<file path="src/rtl/out_bcd_display.sv">
`timescale 1ns / 1ps
`default_nettype none
// ============================================================================
// Module   : out_bcd_display
// Purpose  : Output stage for the CPU `out` port. Each new output word is
//            converted from binary to BCD by a sequential double-dabble
//            engine, one bit per clock. The last result is shown on a
//            scanned, multiplexed 7-segment display.
// Revision : 1.0 - initial release
// ----------------------------------------------------------------------------
// Parameters
//   DATA_WIDTH : width of the binary input word
//   DIGITS     : number of BCD digits converted and displayed
//   SCAN_DIV   : clock cycles each digit stays enabled (>= 1)
// Ports
//   clk      in   system clock, rising edge
//   rst_n    in   asynchronous active-low reset
//   in_data  in   binary value from the CPU out port
//   busy     out  conversion in progress (CONV or DONE)
//   valid    out  at least one conversion has completed since reset
//   ovf      out  last result lost a carry out of the top digit
//   bcd      out  last converted result, digit 0 in bits [3:0]
//   seg      out  segments {g,f,e,d,c,b,a}, active-low
//   an       out  digit enables, active-low, one-hot-low
// Build option
//   OUT_BCD_LZ_BLANK_EN : when defined, blank leading zero digits
//                         (digit 0 is always shown)
// ============================================================================
module out_bcd_display #(
  parameter int DATA_WIDTH = 16,
  parameter int DIGITS     = 5,
  parameter int SCAN_DIV   = 1024
) (
  input  logic                  clk,
  input  logic                  rst_n,
  input  logic [DATA_WIDTH-1:0] in_data,
  output logic                  busy,
  output logic                  valid,
  output logic                  ovf,
  output logic [4*DIGITS-1:0]   bcd,
  output logic [6:0]            seg,
  output logic [DIGITS-1:0]     an
);

  localparam int BW   = 4 * DIGITS;
  localparam int IT_W = $clog2(DATA_WIDTH + 1);
  localparam int SC_W = (SCAN_DIV > 1) ? $clog2(SCAN_DIV) : 1;
  localparam int IX_W = (DIGITS > 1) ? $clog2(DIGITS) : 1;

  localparam logic [IT_W-1:0] ITER_LAST = IT_W'(DATA_WIDTH - 1);
  localparam logic [SC_W-1:0] SCAN_LAST = SC_W'(SCAN_DIV - 1);
  localparam logic [IX_W-1:0] IDX_LAST  = IX_W'(DIGITS - 1);

  typedef enum logic [1:0] {
    ST_IDLE = 2'd0,
    ST_CONV = 2'd1,
    ST_DONE = 2'd2
  } state_e;

  state_e                state_q, state_d;
  logic [DATA_WIDTH-1:0] last_q, last_d;
  logic [DATA_WIDTH-1:0] shift_q, shift_d;
  logic [BW-1:0]         work_q, work_d;
  logic [BW-1:0]         work_adj;
  logic                  work_ovf_q, work_ovf_d;
  logic [IT_W-1:0]       iter_q, iter_d;
  logic [BW-1:0]         bcd_q, bcd_d;
  logic                  valid_q, valid_d;
  logic                  ovf_q, ovf_d;

  logic [SC_W-1:0]       scan_q, scan_d;
  logic [IX_W-1:0]       idx_q, idx_d;
  logic [DIGITS-1:0]     an_q, an_d;
  logic [6:0]            seg_q, seg_d;
  logic [3:0]            digit;
  logic                  blank_lz;
`ifdef OUT_BCD_LZ_BLANK_EN
  logic                  lead;
`endif

  // Double-dabble correction: any nibble >= 5 gets +3 before the shift so
  // that it carries correctly into the next decimal digit.
  for (genvar g = 0; g < DIGITS; g++) begin : g_adj
    assign work_adj[4*g +: 4] = (work_q[4*g +: 4] >= 4'd5) ?
                                (work_q[4*g +: 4] + 4'd3) : work_q[4*g +: 4];
  end

  // --------------------------------------------------------------------------
  // Conversion FSM, next-state logic
  // --------------------------------------------------------------------------
  always_comb begin
    state_d    = state_q;
    last_d     = last_q;
    shift_d    = shift_q;
    work_d     = work_q;
    work_ovf_d = work_ovf_q;
    iter_d     = iter_q;
    bcd_d      = bcd_q;
    valid_d    = valid_q;
    ovf_d      = ovf_q;
    case (state_q)
      ST_IDLE: begin
        // Input changes during CONV/DONE are picked up here, so the final
        // stable value is always converted.
        if (in_data != last_q) begin
          last_d     = in_data;
          shift_d    = in_data;
          work_d     = '0;
          work_ovf_d = 1'b0;
          iter_d     = '0;
          state_d    = ST_CONV;
        end
      end
      ST_CONV: begin
        work_d  = {work_adj[BW-2:0], shift_q[DATA_WIDTH-1]};
        shift_d = shift_q << 1;
        // A bit leaving the top nibble means the value needs more digits
        // than are available; the kept digits are the truncated result.
        if (work_adj[BW-1]) begin
          work_ovf_d = 1'b1;
        end
        iter_d = iter_q + 1'b1;
        if (iter_q == ITER_LAST) begin
          state_d = ST_DONE;
        end
      end
      ST_DONE: begin
        bcd_d   = work_q;
        ovf_d   = work_ovf_q;
        valid_d = 1'b1;
        state_d = ST_IDLE;
      end
      default: begin
        state_d = ST_IDLE;
      end
    endcase
  end

  // --------------------------------------------------------------------------
  // Display scanning
  // --------------------------------------------------------------------------
  always_comb begin
    scan_d = scan_q + 1'b1;
    idx_d  = idx_q;
    if (scan_q == SCAN_LAST) begin
      scan_d = '0;
      idx_d  = (idx_q == IDX_LAST) ? '0 : (idx_q + 1'b1);
    end
  end

  // Digit select and leading-zero detection work on next-state values so the
  // registered seg and an change on the same edge.
  always_comb begin
    digit    = 4'd0;
    blank_lz = 1'b0;
`ifdef OUT_BCD_LZ_BLANK_EN
    lead     = 1'b1;
`endif
    for (int i = DIGITS - 1; i >= 0; i--) begin
`ifdef OUT_BCD_LZ_BLANK_EN
      lead = lead & (bcd_d[4*i +: 4] == 4'd0);
`endif
      if (idx_d == IX_W'(i)) begin
        digit = bcd_d[4*i +: 4];
`ifdef OUT_BCD_LZ_BLANK_EN
        blank_lz = lead & (i != 0);
`endif
      end
    end
  end

  function automatic logic [6:0] seg_decode(input logic [3:0] d);
    logic [6:0] s;
    case (d)
      4'd0:    s = 7'b1000000;
      4'd1:    s = 7'b1111001;
      4'd2:    s = 7'b0100100;
      4'd3:    s = 7'b0110000;
      4'd4:    s = 7'b0011001;
      4'd5:    s = 7'b0010010;
      4'd6:    s = 7'b0000010;
      4'd7:    s = 7'b1111000;
      4'd8:    s = 7'b0000000;
      4'd9:    s = 7'b0010000;
      default: s = 7'b1111111;
    endcase
    return s;
  endfunction

  always_comb begin
    an_d  = '1;
    seg_d = 7'h7F;
    if (valid_d) begin
      an_d = ~(DIGITS'(1) << idx_d);
      if (!blank_lz) begin
        seg_d = seg_decode(digit);
      end
    end
  end

  // --------------------------------------------------------------------------
  // State registers
  // --------------------------------------------------------------------------
  always_ff @(posedge clk or negedge rst_n) begin
    if (!rst_n) begin
      state_q    <= ST_IDLE;
      last_q     <= '0;
      shift_q    <= '0;
      work_q     <= '0;
      work_ovf_q <= 1'b0;
      iter_q     <= '0;
      bcd_q      <= '0;
      valid_q    <= 1'b0;
      ovf_q      <= 1'b0;
      scan_q     <= '0;
      idx_q      <= '0;
      an_q       <= '1;
      seg_q      <= 7'h7F;
    end else begin
      state_q    <= state_d;
      last_q     <= last_d;
      shift_q    <= shift_d;
      work_q     <= work_d;
      work_ovf_q <= work_ovf_d;
      iter_q     <= iter_d;
      bcd_q      <= bcd_d;
      valid_q    <= valid_d;
      ovf_q      <= ovf_d;
      scan_q     <= scan_d;
      idx_q      <= idx_d;
      an_q       <= an_d;
      seg_q      <= seg_d;
    end
  end

  assign busy  = (state_q != ST_IDLE);
  assign valid = valid_q;
  assign ovf   = ovf_q;
  assign bcd   = bcd_q;
  assign seg   = seg_q;
  assign an    = an_q;

endmodule
`default_nettype wire

</file>
<file path="config.mk">
export PLATFORM = sky130hd
export DESIGN_NAME = out_bcd_display
export DESIGN_NICKNAME = d
export VERILOG_FILES = /design/src/rtl/out_bcd_display.sv
export SDC_FILE = /design/constraint.sdc
export NUM_CORES = 1
export LEC_CHECK = 0
export BUFFER_PORTS_ARGS = -buffer_cell sky130_fd_sc_hd__buf_4
export CAP_MARGIN = 30
export CORE_ASPECT_RATIO = 1.25
export CORE_MARGIN = 3
export CORE_UTILIZATION = 60
export DETAILED_ROUTE_END_ITERATION = 7
export PLACE_DENSITY = 0.81
export SLEW_MARGIN = 20
export SYNTH_ARGS = -nofsm -noshare
export SYNTH_HDL_FRONTEND = slang
export SYNTH_SLANG_ARGS = --single-unit
</file>
<file path="constraint.sdc">
create_clock -name clk -period 5.4 [get_ports clk]
set_clock_uncertainty 0.15 [all_clocks]
set_input_delay 0.81 -clock clk [delete_from_list [all_inputs] [get_ports clk]]
set_output_delay 0.81 -clock clk [all_outputs]
set_load 0.05 [all_outputs]
</file>
* Word level (Yosys, flattened, before mapping)
Memories as Yosys holds them, arrays and structs flattened.
Index checks and enable logic that the tools add are counted.
** Word-level totals
- Flip-flop bits (word level) :: 107
- Memory bits (read-only) :: 112
- Bits of input ports :: 18
- Output and inout port bits :: 35
- Word-level logic and storage cells :: 79
- Memories :: 1
** Memories
- (no name shown) :: depth 16, width 7, rd ports 1, clocked after memory_dff 0, write ports 0, line 174 : case (d)
** Cells by class
- Add/subtract/negate cells :: 8
- $lt $le $gt $ge :: 5
- Eq/ne operators :: 13
- Shifts and indexed selects :: 1
- Muxes and demuxes :: 29
- Bitwise logic cells :: 1
- Reductions and logical operators :: 8
** Operators by type and width (count)
- $mux 20 :: 2
- $mux 4 :: 10
- $pmux 20 s2 :: 1
- $pmux 16 s2 :: 1
- $add 4x2->4 const B :: 5
- $ge 4x3->1 const B :: 5
- $mux 16 :: 1
- $ne 16x16->1 :: 1
- $add 10x1->10 const B :: 1
- $eq 10x10->1 const B :: 1
- $mux 10 :: 1
- $mux 5 :: 2
- $pmux 5 s2 :: 1
- $mux 7 :: 1
- $eq 3x2->1 const B :: 2
- $eq 3x3->1 const B :: 2
- $mux 3 :: 2
- $ne 2x2->1 const B :: 3
- $reduce_and 2->1 :: 3
- $add 5x1->5 const B :: 1
- $eq 5x4->1 const B :: 1
- $not 5->5 :: 1
- $shl 1x3->5 const A :: 1
- $mux 2 :: 2
- 11 further kinds :: 14

* Longest topological paths before layout
An unclocked memory read counts as a cell.
- Word-level depth :: 11
- Mapped depth :: 13

* Least setup slack after synthesis
No wires, ideal clock.
- Path kind :: register to register
- Start point :: register scan_q[0]
- End point :: register seg_q[0] (netlist: seg[0])
- Library setup time :: 0.086 ns
- Data arrival time :: 2.521 ns
- Setup slack :: 2.642 ns
- Stages on the path, launching flop included :: 11
- Path buffers :: 0
- Period minus slack after synthesis :: 2.758 ns
- Path through :: dfrtp_1 -> ha_1 -> nand4_2 -> o41a_1 -> nor2_4 -> a41oi_2 -> a211oi_4 -> inv_1 -> ha_1 -> nor4_1 -> a21oi_1
** Between the ends
- Cells in the longest elaborated chain, start to end :: 10
- Elaborated cells between the ends (all ways) :: 14
** Ends and longest elaborated chain
- start, declared :: line 71 : logic [SC_W-1:0] scan_q, scan_d;
- start signal, assigned :: line 229 : scan_q <= scan_d;
- $eq 10x10->1 (*) :: line 145 : if (scan_q == SCAN_LAST) begin
- $mux 3 (*) :: line 145
- $eq 3x3->1 :: line 163 : if (idx_d == IX_W'(i)) begin
- $mux 4 (4 in series) :: line 163
- $mux 4 (*) :: line 163
- $mem_v2 16x7 (*)
- $mux 7 (*) :: line 193 : if (valid_d) begin
- net seg_d[0] :: line 74 : logic [6:0] seg_q, seg_d;
- end signal, assigned :: line 232 : seg_q <= seg_d;
- end, declared :: line 74
Mark *: on every way through the listed nets, which the timed path passes. The rest lies on a longest branch.
A chain may end at the register's enable or synchronous reset.

* Worst setup path in the final report
- Start point :: register idx_q[0]
- End point :: register seg_q[0] (netlist: seg[0])
** Between the ends
- Cells in the longest elaborated chain, start to end :: 11
- Elaborated cells between the ends (all ways) :: 16
** Ends and longest elaborated chain
- start, declared :: line 72 : logic [IX_W-1:0] idx_q, idx_d;
- start signal, assigned :: line 230 : idx_q <= idx_d;
- $add 3x1->3 or $eq 3x3->1 (tied branches) :: line 147 : idx_d = (idx_q == IDX_LAST) ? '0 : (idx_q + 1'b1);
- $mux 3 :: line 147
- $mux 3 (*) :: line 145
- net idx_d[0] :: line 72
- $eq 3x3->1 :: line 163
- $mux 4 (4 in series) :: line 163
- $mux 4 (*) :: line 163
- $mem_v2 16x7 (*)
- $mux 7 (*) :: line 193
- net seg_d[0] :: line 74
Marked as above.

==> results.md <==
- Status: finished clean
- Drt initial violations: 209
- Core area: 8800 um2
- Starting density of the core: 62.3%
- Gate Count Post-Synth: 533
- Yosys top cell area share: 43.4%
- Crit path DAT: 3.41 ns
- Worst setup margin: 2.14 ns
- Peak VDD IR: 309 uV
- Worst relative slew slack: 42.6%
- Die width: 91.5 um
- Pleak: 2.81 nW
- Register area share after synthesis: 49.1%
- Number of flops mapped to enable cells by yosys: 0
- #FFs+latches synth: 107
- GR Overflow Total: 0
- Crit path time final: 3.26 ns
- Initial antenna violation count: 0
- Placed insts: 687
- Die ar.: 10300 um2
- Clock Latency Late Sink: 0.37 ns
- NumNets Final: 616
- Routed via count: 4151
- Largest stage delay on the critical path: 0.52 ns
- Post-synth net total: 571
- Crit path cell chain: inv_1, ha_1, a21boi_0, a41o_1, nand2_1, inv_2, nor4_2, a211oi_4, inv_1, ha_1, nor4_1, a21oi_1
- Buffers on Ports: 52
- Total Wirelength: 11.8 mm
- Final hold vios: 0
- Non-Filler Instances: 703
- ANT nets after route: 0
- Vias in the first global route: 4152
- Area of placed instances: 5960 um2
- R2R Setup Slk: 2.14 ns
- Fin area: 6140 um2
- Ranking of synthesized cells by area: dfrtp_1, nand2_1, dfstp_2
- GRT Util Overall: 24.4%
- Final Power: 3.45 mW
- Cts repair resizes: 0
- Worst setup path class: flop to flop
- Sink Count: 107
- Synth area leader: dfrtp_1
- CTS Hold Bufs: 0
- Warnings from Yosys: 0
- Slew Limit Fails: 0
- Area grow syn2layout: 12.0%
- # Post-CTS Setup Buffers: 0
- CTS root buf: clkbuf_8
- Final HPWL DP: 8.59 mm
- Post-synth top flop: dfrtp_1
- Max FO, Critical Path: 9
- Final Cycle Share: 60.4%
- DR vias/cell: 5.90
- Io pins: 53
- Commonest non-fill, non-tap cell in the layout: dfrtp_1
- Most frequent cells in the layout: dfrtp_1, nand2_1, buf_4
- Slowest-stage cell, CP: dfrtp_1
- WP buf/inv: 3
- H-tree levels: 3
- Ant. Diodes: 0
- Fin util: 69.8%
- CTS tree: built
- Routed WL per cell: 16.8 um
- Synth unique cells: 65
- Share of layout cells above drive strength 1: 22.6%
- Die height: 113 um
- Final setup violation count: 0
- Ys async rst share: 100%
- Power Dens Cells: 563 nW/um2
- Cell family with most CP delay: compound AO/OA/AOI/OAI gates
- Critical Path End Type: flop
- RSZ-0062 raised after global routing: false
- Clk slew on worst S/H paths: 0.10 ns
- Fmax: 0.307 GHz
- DRT Pass-1 Iters: 5
- Worst slew pin tran: 0.861 ns
- Worst slack, placed: 2.19 ns
- Mean Syn Cell Area: 10.3 um2
- Setup TNS: 0 ns
- Longest Clk Path Bufs: 2
- Largest net degree at the start of global routing: 56
- Post-Syn Area: 5480 um2
- Post-route DRC: 0
- First-pass GRT wire length: 20.1 mm
- Startpoint Class: flop
- Total CTS buffers: 9
- Rows: 38
- Hold slack: 0.303 ns
- GPL Wtd Cong: 0.973
- CP required: 5.55 ns
- Worst hold path type: input pin to asynchronous set/reset pin
- Max-cap check violation count: 0
cells by family after synthesis:
kind of cell	after synthesis	synth area share, %
and+or+nand+nor	183	17.3
buffers and inverters	50	3.97
muxes	26	5.27
DFF	107	49.1
adders and majority gates	20	4.57
AOI/OAI and AO/OA	114	14.5
xor gates and xnor gates	33	5.27
synth_stat cells, types with 3 or more instances:
master and n:
o21ai_0 24, o21bai_1 3, and3b_1 4, dfstp_2 12, a22oi_1 17, o22ai_1 13
a31oi_1 4, nor3_1 5, a21o_1 4, a211oi_1 7, ha_1 20, o32ai_1 4
and2_1 5, dfrtp_1 95, inv_1 22, o2111ai_1 3, nor4_1 4, inv_2 3
nand2b_1 9, nand3_1 12, clkbuf_1 18, xnor2_1 23, nor2_1 21, nand2_1 85
mux2_2 23, nand4_1 12, nand3b_1 3, buf_6 3, mux2i_1 3, and3_1 4
xor2_1 10, a21oi_1 15
power by group:
part           switching (mW)  total (mW)  internal (mW)
Sequential              0.234        1.36           1.12
Clock                   0.267       0.457          0.190
Combinational            1.00        1.64          0.641
Total                    1.50        3.45           1.95
worst register-to-register path: stages, from the launching register on:
cell	delay, ns
dfrtp_1	0.52
inv_1	0.14
ha_1	0.28
a21boi_0	0.18
a41o_1	0.35
nand2_1	0.15
inv_2	0.19
nor4_2	0.10
a211oi_4	0.37
inv_1	0.16
ha_1	0.24
nor4_1	0.30
a21oi_1	0.08
final cells by class:
cell class	instances	area [um2]
Sequential cell	107	2690
Fill cell	694	2660
Multi-Input combinational cell	376	2580
Timing Repair Buffer	58	435
Clock buffer	11	151
Tap cell	120	150
Inverter	26	103
Clock inverter	5	27.5
path summary, 6_finish.rpt:
kind                            startpoint          end  cells past startpoint
worst max-delay path              idx_q[0]       seg[0]                     12
worst min-delay path                 rst_n    scan_q[5]                      1
worst max register to register    idx_q[0]       seg[0]                     12
worst min register to register   scan_q[0]    scan_q[0]                      1
max in group asynchronous            rst_n  shift_q[15]                      2
min in group clk                 scan_q[0]    scan_q[0]                      1
sequential cells by signal, summed over array words and instances (netlist names), 2 cells and up:
signal / flops
iter_q: 5
last_q: 16
seg: 7
idx_q: 3
state_q: 2
bcd: 20
shift_q: 16
an: 5
work_q: 20
scan_q: 10
layer usage:
layer	part of all wire (%)	vias up	GRT usage, %
li1	-	1964	-
met1	41	2016	30.3
met2	50	133	41.8
met3	5.1	38	2.93
met4	3.9	0	13.0
met5	0	-	0
No activity file was read; power rests on OpenSTA's default activity.
